### src/rtl/fetch_unit_if.sv
// Fetch-stage bus bundle: instruction-memory req/ack, downstream instruction
// valid/ready with decode field, and the redirect from execute.
interface fetch_unit_if #(
  parameter int CNT_W = 16
);
  logic             imem_req;
  logic [31:0]      imem_addr;
  logic [31:0]      imem_rdata;
  logic             imem_ack;
  logic             instr_valid;
  logic             instr_ready;
  logic [31:0]      instr;
  logic [11:0]      opcode;
  logic [31:0]      pc;
  logic [31:0]      pc_plus8;
  logic             redirect;
  logic [31:0]      redirect_pc;
  logic [CNT_W-1:0] fetch_count;

  // Fetch unit side
  modport master (
    output imem_req, imem_addr, instr_valid, instr, opcode, pc, pc_plus8, fetch_count,
    input  imem_rdata, imem_ack, instr_ready, redirect, redirect_pc
  );

  // Memory / control-unit / execute side
  modport slave (
    input  imem_req, imem_addr, instr_valid, instr, opcode, pc, pc_plus8, fetch_count,
    output imem_rdata, imem_ack, instr_ready, redirect, redirect_pc
  );
endinterface

### src/rtl/fetch_unit.sv
// Instruction fetch stage: owns the PC, issues word reads over req/ack and
// hands the fetched word to the control unit over valid/ready.
module fetch_unit #(
  parameter logic [31:0] RESET_PC = 32'h0000_0000,
  parameter int          CNT_W    = 16
) (
  input  logic         clk,
  input  logic         rst_n,
  fetch_unit_if.master bus
);

  typedef enum logic [1:0] {
    IDLE  = 2'd0,
    REQ   = 2'd1,
    VALID = 2'd2
  } state_t;

  state_t           state_reg, state_next;
  logic [31:0]      pc_reg, pc_next;
  logic [31:0]      instr_reg, instr_next;
  logic             instr_valid_reg, instr_valid_next;
  logic [CNT_W-1:0] fetch_count_reg, fetch_count_next;
  logic             redir_pend_reg, redir_pend_next;
  logic [31:0]      pend_pc_reg, pend_pc_next;

  logic [31:0] redir_tgt;
  logic        accept;

  // Targets are always word aligned; masking keeps every input bit consumed.
  assign redir_tgt = bus.redirect_pc & 32'hFFFF_FFFC;
  assign accept    = instr_valid_reg & bus.instr_ready & ~bus.redirect;

  // ---------------- state register ----------------
  always_ff @(posedge clk or negedge rst_n) begin
    if (!rst_n) begin
      state_reg <= IDLE;
    end else begin
      state_reg <= state_next;
    end
  end

  // ---------------- next-state logic ----------------
  always_comb begin
    state_next = state_reg;
    case (state_reg)
      IDLE: state_next = REQ;
      REQ: begin
        // Data is kept only when nothing has redirected this request.
        if (bus.imem_ack && !redir_pend_reg && !bus.redirect) begin
          state_next = VALID;
        end
      end
      VALID: begin
        if (bus.redirect || accept) begin
          state_next = REQ;
        end
      end
      default: state_next = IDLE;
    endcase
  end

  // ---------------- FSM outputs ----------------
  always_comb begin
    bus.imem_req = 1'b0;
    case (state_reg)
      REQ:     bus.imem_req = 1'b1;
      default: bus.imem_req = 1'b0;
    endcase
  end

  // ---------------- datapath next values ----------------
  always_comb begin
    pc_next          = pc_reg;
    instr_next       = instr_reg;
    instr_valid_next = instr_valid_reg;
    fetch_count_next = fetch_count_reg;
    redir_pend_next  = redir_pend_reg;
    pend_pc_next     = pend_pc_reg;
    case (state_reg)
      IDLE: begin
        if (bus.redirect) begin
          pc_next = redir_tgt;
        end
      end
      REQ: begin
        if (bus.imem_ack) begin
          if (bus.redirect) begin
            pc_next         = redir_tgt;
            redir_pend_next = 1'b0;
          end else if (redir_pend_reg) begin
            pc_next         = pend_pc_reg;
            redir_pend_next = 1'b0;
          end else begin
            instr_next       = bus.imem_rdata;
            instr_valid_next = 1'b1;
          end
        end else if (bus.redirect) begin
          // The address bus must not move mid-request; apply on completion.
          pend_pc_next    = redir_tgt;
          redir_pend_next = 1'b1;
        end
      end
      VALID: begin
        if (bus.redirect) begin
          pc_next          = redir_tgt;
          instr_valid_next = 1'b0;
        end else if (accept) begin
          pc_next          = pc_reg + 32'd4;
          fetch_count_next = fetch_count_reg + CNT_W'(1);
          instr_valid_next = 1'b0;
        end
      end
      default: begin
        instr_valid_next = 1'b0;
        redir_pend_next  = 1'b0;
      end
    endcase
  end

  // ---------------- datapath registers ----------------
  always_ff @(posedge clk or negedge rst_n) begin
    if (!rst_n) begin
      pc_reg          <= RESET_PC;
      instr_reg       <= 32'h0;
      instr_valid_reg <= 1'b0;
      fetch_count_reg <= '0;
      redir_pend_reg  <= 1'b0;
      pend_pc_reg     <= 32'h0;
    end else begin
      pc_reg          <= pc_next;
      instr_reg       <= instr_next;
      instr_valid_reg <= instr_valid_next;
      fetch_count_reg <= fetch_count_next;
      redir_pend_reg  <= redir_pend_next;
      pend_pc_reg     <= pend_pc_next;
    end
  end

  // ---------------- outputs ----------------
  assign bus.imem_addr   = pc_reg;
  assign bus.instr_valid = instr_valid_reg;
  assign bus.instr       = instr_reg;
  assign bus.opcode      = instr_reg[31:20];
  assign bus.pc          = pc_reg;
  assign bus.pc_plus8    = pc_reg + 32'd8;
  assign bus.fetch_count = fetch_count_reg;

endmodule

### src/flat_wrapper.sv
// flat-port wrapper written by rule: the top's interface ports become plain ports
module fetch_unit_flat 
#(
  parameter logic [31:0] RESET_PC = 32'h0000_0000,
  parameter int          CNT_W    = 16
)
  (clk, rst_n, bus_imem_req, bus_imem_addr, bus_instr_valid, bus_instr, bus_opcode, bus_pc, bus_pc_plus8, bus_fetch_count, bus_imem_rdata, bus_imem_ack, bus_instr_ready, bus_redirect, bus_redirect_pc);
  fetch_unit_if #(.CNT_W(CNT_W)) bus_i ();
  input  logic clk;
  input  logic rst_n;
  output wire logic [$bits(bus_i.imem_req)-1:0] bus_imem_req;
  output wire logic [$bits(bus_i.imem_addr)-1:0] bus_imem_addr;
  output wire logic [$bits(bus_i.instr_valid)-1:0] bus_instr_valid;
  output wire logic [$bits(bus_i.instr)-1:0] bus_instr;
  output wire logic [$bits(bus_i.opcode)-1:0] bus_opcode;
  output wire logic [$bits(bus_i.pc)-1:0] bus_pc;
  output wire logic [$bits(bus_i.pc_plus8)-1:0] bus_pc_plus8;
  output wire logic [$bits(bus_i.fetch_count)-1:0] bus_fetch_count;
  input wire logic [$bits(bus_i.imem_rdata)-1:0] bus_imem_rdata;
  input wire logic [$bits(bus_i.imem_ack)-1:0] bus_imem_ack;
  input wire logic [$bits(bus_i.instr_ready)-1:0] bus_instr_ready;
  input wire logic [$bits(bus_i.redirect)-1:0] bus_redirect;
  input wire logic [$bits(bus_i.redirect_pc)-1:0] bus_redirect_pc;
  assign bus_imem_req = bus_i.imem_req;
  assign bus_imem_addr = bus_i.imem_addr;
  assign bus_instr_valid = bus_i.instr_valid;
  assign bus_instr = bus_i.instr;
  assign bus_opcode = bus_i.opcode;
  assign bus_pc = bus_i.pc;
  assign bus_pc_plus8 = bus_i.pc_plus8;
  assign bus_fetch_count = bus_i.fetch_count;
  assign bus_i.imem_rdata = bus_imem_rdata;
  assign bus_i.imem_ack = bus_imem_ack;
  assign bus_i.instr_ready = bus_instr_ready;
  assign bus_i.redirect = bus_redirect;
  assign bus_i.redirect_pc = bus_redirect_pc;
  fetch_unit #(.RESET_PC(RESET_PC), .CNT_W(CNT_W)) u_core (.clk(clk), .rst_n(rst_n), .bus(bus_i));
endmodule
### config.mk
export PLATFORM = sky130hd
export DESIGN_NAME = fetch_unit_flat
export DESIGN_NICKNAME = d
export VERILOG_FILES = /design/src/rtl/fetch_unit_if.sv /design/src/rtl/fetch_unit.sv /design/src/flat_wrapper.sv
export SDC_FILE = /design/constraint.sdc
export NUM_CORES = 1
export LEC_CHECK = 0
export CAP_MARGIN = 25
export CORE_UTILIZATION = 29
export DETAILED_ROUTE_END_ITERATION = 10
export PLACE_DENSITY = 0.68
export SETUP_SLACK_MARGIN = 0.3
export SYNTH_ARGS = -nofsm -noshare
export SYNTH_HDL_FRONTEND = slang
export SYNTH_SLANG_ARGS = --single-unit
### constraint.sdc
create_clock -name clk -period 2.47 [get_ports clk]
set_input_delay 0.494 -clock clk [delete_from_list [all_inputs] [get_ports clk]]
set_output_delay 0.494 -clock clk [all_outputs]
set_load 0.005 [all_outputs]
==> After elaboration in Yosys (flattened, before gate mapping) <==
Index checks and enable logic that the tools add are counted.
{ "totals": {"mem_bits_ro": 0, "elab_cells": 63, "mem_bits_rw": 0, "latchBits": 0, "memories": 0, "output_inout_bits": 158, "reg_bits": 114, "inputBits": 69} }
{ "op_classes": {"reduce_logical": 15, "n_addsub": 3, "eq_ne": 11, "multipliers": 0, "order_cmp": 0, "mux": 20, "div": 0, "n_shift": 0, "n_bitwise": 7} }
{ "op_table": {"columns": ["op", "count"], "rows": [
  ["two-way mux 32 bit", 6],
  ["case mux 32 bit (3 select lines)", 1],
  ["adder 32 x 3 -> 32 bit (second input constant)", 1],
  ["adder 32 x 4 -> 32 bit (second input constant)", 1],
  ["adder 16 x 1 -> 16 bit (second input constant)", 1],
  ["AND reduction 5 bit", 2],
  ["two-way mux 1 bit", 8],
  ["!= test 2 bit (second input constant)", 4],
  ["!= test 3 x 2 -> 1 bit (second input constant)", 2],
  ["case mux 2 bit (3 select lines)", 1],
  ["AND reduction 3 bit", 2],
  ["inverter 1 bit", 5],
  ["two-way mux 2 bit", 2],
  ["!= test 2 x 1 -> 1 bit (second input constant)", 2],
  ["AND reduction 2 bit", 2],
  ["AND reduction 4 bit", 1],
  ["!= test 3 bit (second input constant)", 1],
  ["case mux 1 bit (3 select lines)", 1],
  ["nonzero test 3 bit", 1],
  ["AND 1 bit", 2],
  ["equality test 2 x 1 -> 1 bit (second input constant)", 1],
  ["equality test 2 bit (second input constant)", 1],
  ["logical AND 1 bit", 2],
  ["zero test 1 bit", 2],
  ["4 further kinds", 4]
]} }

==> Logic depth before layout (Yosys ltp) <==
{ "logic_depth": {"word_depth": 5, "mapped_depth": 9, "depth_no_buf": 7} }

==> Worst setup path before layout <==
No wires, ideal clock.
{ "synth_path": {"kind": "register to output", "startpoint": "register u_core.pc_reg[6], in the netlist u_core.bus.imem_addr[6]", "endpoint": "output bus_pc_plus8[24]", "setup_slack_ns": 0.189, "path_buffers": 1, "required_ns": 1.976, "path_stages_with_launch": 7, "arrival_ns": 1.787, "cell_sequence": "dfrtp_1 > buf_2 > and4_1 > nand3_1 > nor3_1 > nand4_1 > xnor2_1"} }
{ "synth_via": {"elab_chain_cells": 1} }
{ "synth_lines": {"columns": ["element", "line_no", "text"], "rows": [
  ["from (decl)", "fetch_unit.sv:19", "logic [31:0] pc_reg, pc_next;"],
  ["from (signal assigned)", "fetch_unit.sv:130", "pc_reg <= pc_next;"],
  ["adder 32 x 4 -> 32 bit", "fetch_unit.sv:145", "assign bus.pc_plus8 = pc_reg + 32'd8;"],
  ["to (decl)", "flat_wrapper.sv:17", "output wire logic [$bits(bus_i.pc_plus8)-1:0] bus_pc_plus8;"]
]} }
No other way between the ends.

==> Worst setup path after layout <==
{ "layout_path": {"startpoint": "register u_core.pc_reg[6], in the netlist u_core.bus.imem_addr[6]", "endpoint": "output bus_pc_plus8[31]"} }
The elaborated chain is that of the path after synthesis.

==> summary.md <==
| Metric | Value |
|---|---|
| Share of layout cells above drive strength 1 | `34.9%` |
| Port buffer count | `218` |
| Detailed route wirelength on metal2 | `11.2 mm` |
| Critical R2R Launch | `u_core.bus.imem_addr[14]` |
| Critical Path RT | `1.98 ns` |
| CTS tree | `built` |
| FILL cells | `2031` |
| Setup crit start | `u_core.bus.imem_addr[6]` |
| Startpoint types | `flip-flop` |
| DRT Pass-1 Iters | `5` |
| Via-per-instance ratio | `5.24` |
| Overall routing resource usage | `19.2%` |
| Async S/R FF share, synth | `100%` |
| Design area | `0.0105 mm2` |
| Final min period | `2.63 ns` |
| Max reg flops | `32` |
| Initial DRC count | `493` |
| RSZ-0062 raised after global routing | `yes` |
| Slowest cell on crit path | `dfrtp_1` |
| Skew final | `0.0132 ns` |
| DR WL met3 | `1.59 mm` |
| Ys flop type | `dfrtp_1` |
| Top routing layer in use | `met4` |
| Vias | `6409` |
| CP Max Fanout | `2` |
| Fmax | `0.380 GHz` |
| Top-area cell type share of the netlist area | `43.2%` |
| Synth area leaders | `dfrtp_1, mux2_2, buf_4` |
| Relative slew slack | `66.0%` |
| Initial antenna violation count | `0` |
| Grt ovf | `0` |
| Leak | `4.54 nW` |
| Num CTS Buffers | `9` |
| Area after DPL | `0.00927 mm2` |
| Finished Layout Cells | `1224` |
| # DRC | `0` |
| Core region area | `0.0219 mm2` |
| Synth unique cells | `51` |
| Placement Setup Slack | `-0.124 ns` |
| Hold Crit Class | `in2async` |
| Gpl congestion | `0.840` |
| Most common cell in the netlist | `dfrtp_1` |
| Setup slack after layout | `-0.161 ns` |
| Fin crit share | `107%` |
| Sequential area share after synthesis | `43.2%` |
| TNS Setup | `-1.03 ns` |
| Synth Instances | `653` |
| Crit path DAT | `2.14 ns` |
| Placed Cells | `1156` |
| Synthesized area | `0.00649 mm2` |
| Syn-to-layout area delta | `62.2%` |
| I/O pins | `227` |
| Crit. End Element | `output pin` |
| Max stage delay on crit path | `0.40 ns` |
| Leading area contributor after synthesis | `dfrtp_1` |
| Crit path cell chain | `nand4_4 > buf_6 > nor4_4 > buf_4 > nand4_4 > or2_4 > xnor2_2 > buf_2` |
| Initial Utilization | `29.6%` |
| Full die area | `0.0230 mm2` |
| Sink Count | `112` |
| Cell mode on critical path | `nand4_4` |
| Worst reg2reg endpoint | `u_core.bus.imem_addr[20]` |
| Outcome | `finished with violations` |
| Routed WL per cell | `18.4 um` |
| Worst slew pin tran | `0.506 ns` |
| WL final | `22.5 mm` |
| EDFF count, synth | `0` |
| Final setup violation count | `15` |
| Reg2reg path depth | `11` |
| Worst VDD drop | `0.528 mV` |
| Clock Latency Late Sink | `0.36 ns` |
| Post-DRT Antenna Nets | `0` |
| Largest net degree at the start of global routing | `54` |
| Syn Area/Cell | `9.94 um2` |
| Post-synth top cells | `dfrtp_1, mux2_2, o21ai_0` |
| Clock transition at path regs | `0.08 ns` |
| Met1 Wirelength | `9.18 mm` |
| Hold Fails Final Rpt | `0` |
| Hold Slack | `0.0852 ns` |
| Max-cap violations | `0` |
| H-Tree Depth | `3` |
| Crit path to | `bus_pc_plus8[31]` |
| Die width | `152 um` |
| Failing checks | `setup timing` |
| ANT cells | `0` |
| Max clock buf depth | `2` |
| Vias in the first global route | `5968` |
| DP Wirelength | `15.2 mm` |
| Final nets | `1016` |
| Slew Limit Fails | `0` |
| Synth Register Bits | `112` |
| Chip Height | `152 um` |
| Critical setup path kind | `reg2out` |
| First-pass GRT wire length | `33.6 mm` |
| Clock Tree Root | `clkbuf_16` |
| R2r setup slk | `0.11 ns` |
| Site Rows | `54` |
| Syn. warnings | `0` |
| Power Density | `1120 mW/mm2` |
-- where the power goes --
part	total [mW]	switching (mW)	internal (mW)
clock	1.50	0.709	0.795
sequential	3.21	0.581	2.63
combinational	7.12	3.19	3.93
total	11.8	4.48	7.36
-- worst min-delay path by stage --
stage                                     from                         end  slack, ns  cells past startpoint
global route                             rst_n   u_core.bus.fetch_count[8]       0.10                      1
CTS                                      rst_n   u_core.bus.fetch_count[8]       0.09                      1
global placement    u_core.bus.fetch_count[15]  u_core.bus.fetch_count[15]       0.46                      1
floorplan                                rst_n   u_core.bus.fetch_count[0]       0.20                      0
finish                                   rst_n   u_core.bus.fetch_count[8]       0.09                      1
detailed placement  u_core.bus.fetch_count[15]  u_core.bus.fetch_count[15]       0.47                      1
-- cell usage in the layout, fill, tap and decap left out, types with 6 or more instances in the layout --
master           count
nand3_1             13
nand2_1             33
clkbuf_16            9
nor2b_1              6
nor3_1               7
dfrtp_1            109
a22o_1              16
nor2_4               6
xor2_1              12
mux2_2              64
nand3_4              6
clkdlybuf4s50_1    185
a221oi_1             6
a31oi_1             12
xnor2_2             12
o21ai_0             47
ha_1                 7
buf_2               25
inv_1                7
o31ai_1              6
a21oi_1              9
a22oi_1              7
conb_1               6
buf_4               93
buf_6               41
xnor2_1             21
nor3_2               6
buf_12               7
nand4_1             19
nor2_1              36
-- what timing repair did --
item / in CTS / in global routing
resized for setup: 198 / 64
endpoints found under the setup margin: 35 / 53
setup buffers: 37 / 15
hold buffers: 0 / 0
pin swaps: 41 / 41
-- cell families (layout without fill, tap and decap cells) --
kind of cell	count (synthesis)	count (layout)	share of synthesized area, %
flops	112	112	43.2
fa+ha+maj	8	8	1.54
xor+xnor	47	47	6.34
simple gates	183	183	14.7
compound gates	138	138	14.2
other cells	1	6	0.0578
buf+inv	100	386	8.81
mux	64	64	11.1
-- worst max-delay path, delay by kind of cell, from the launching register on --
| kind | cells | cell delay, ns |
|---|---|---|
| and+or+nand+nor | 4 | 0.78 |
| buffers and inverters | 3 | 0.46 |
| DFF | 1 | 0.40 |
| xor gates and xnor gates | 1 | 0.15 |
-- per-layer routing --
metal	vias up	GRT usage (%)
met1	3162	24.6
met3	48	4.25
met5	-	0
met4	0	5.79
li1	2893	-
met2	306	32.3
-- through the flow --
stage	utilization, %	power [mW]
after CTS	46.4	11.5
after global placement	42.3	9.61
after floorplan	-	6.38
final	48.1	11.8
after detailed placement	42.3	9.72
after global routing	48.1	12.6
-- final cells by class --
type / count / area [um2] / area share, %
inverter: 8 / 30.0 / 0.285
sequential: 112 / 2810 / 26.7
multi-input combinational: 446 / 3640 / 34.6
tap: 280 / 350 / 3.33
timing repair buffer: 362 / 3410 / 32.4
clock buffer: 10 / 229 / 2.18
clock inverter: 6 / 66.3 / 0.630
No activity file was read; power rests on OpenSTA's default activity.
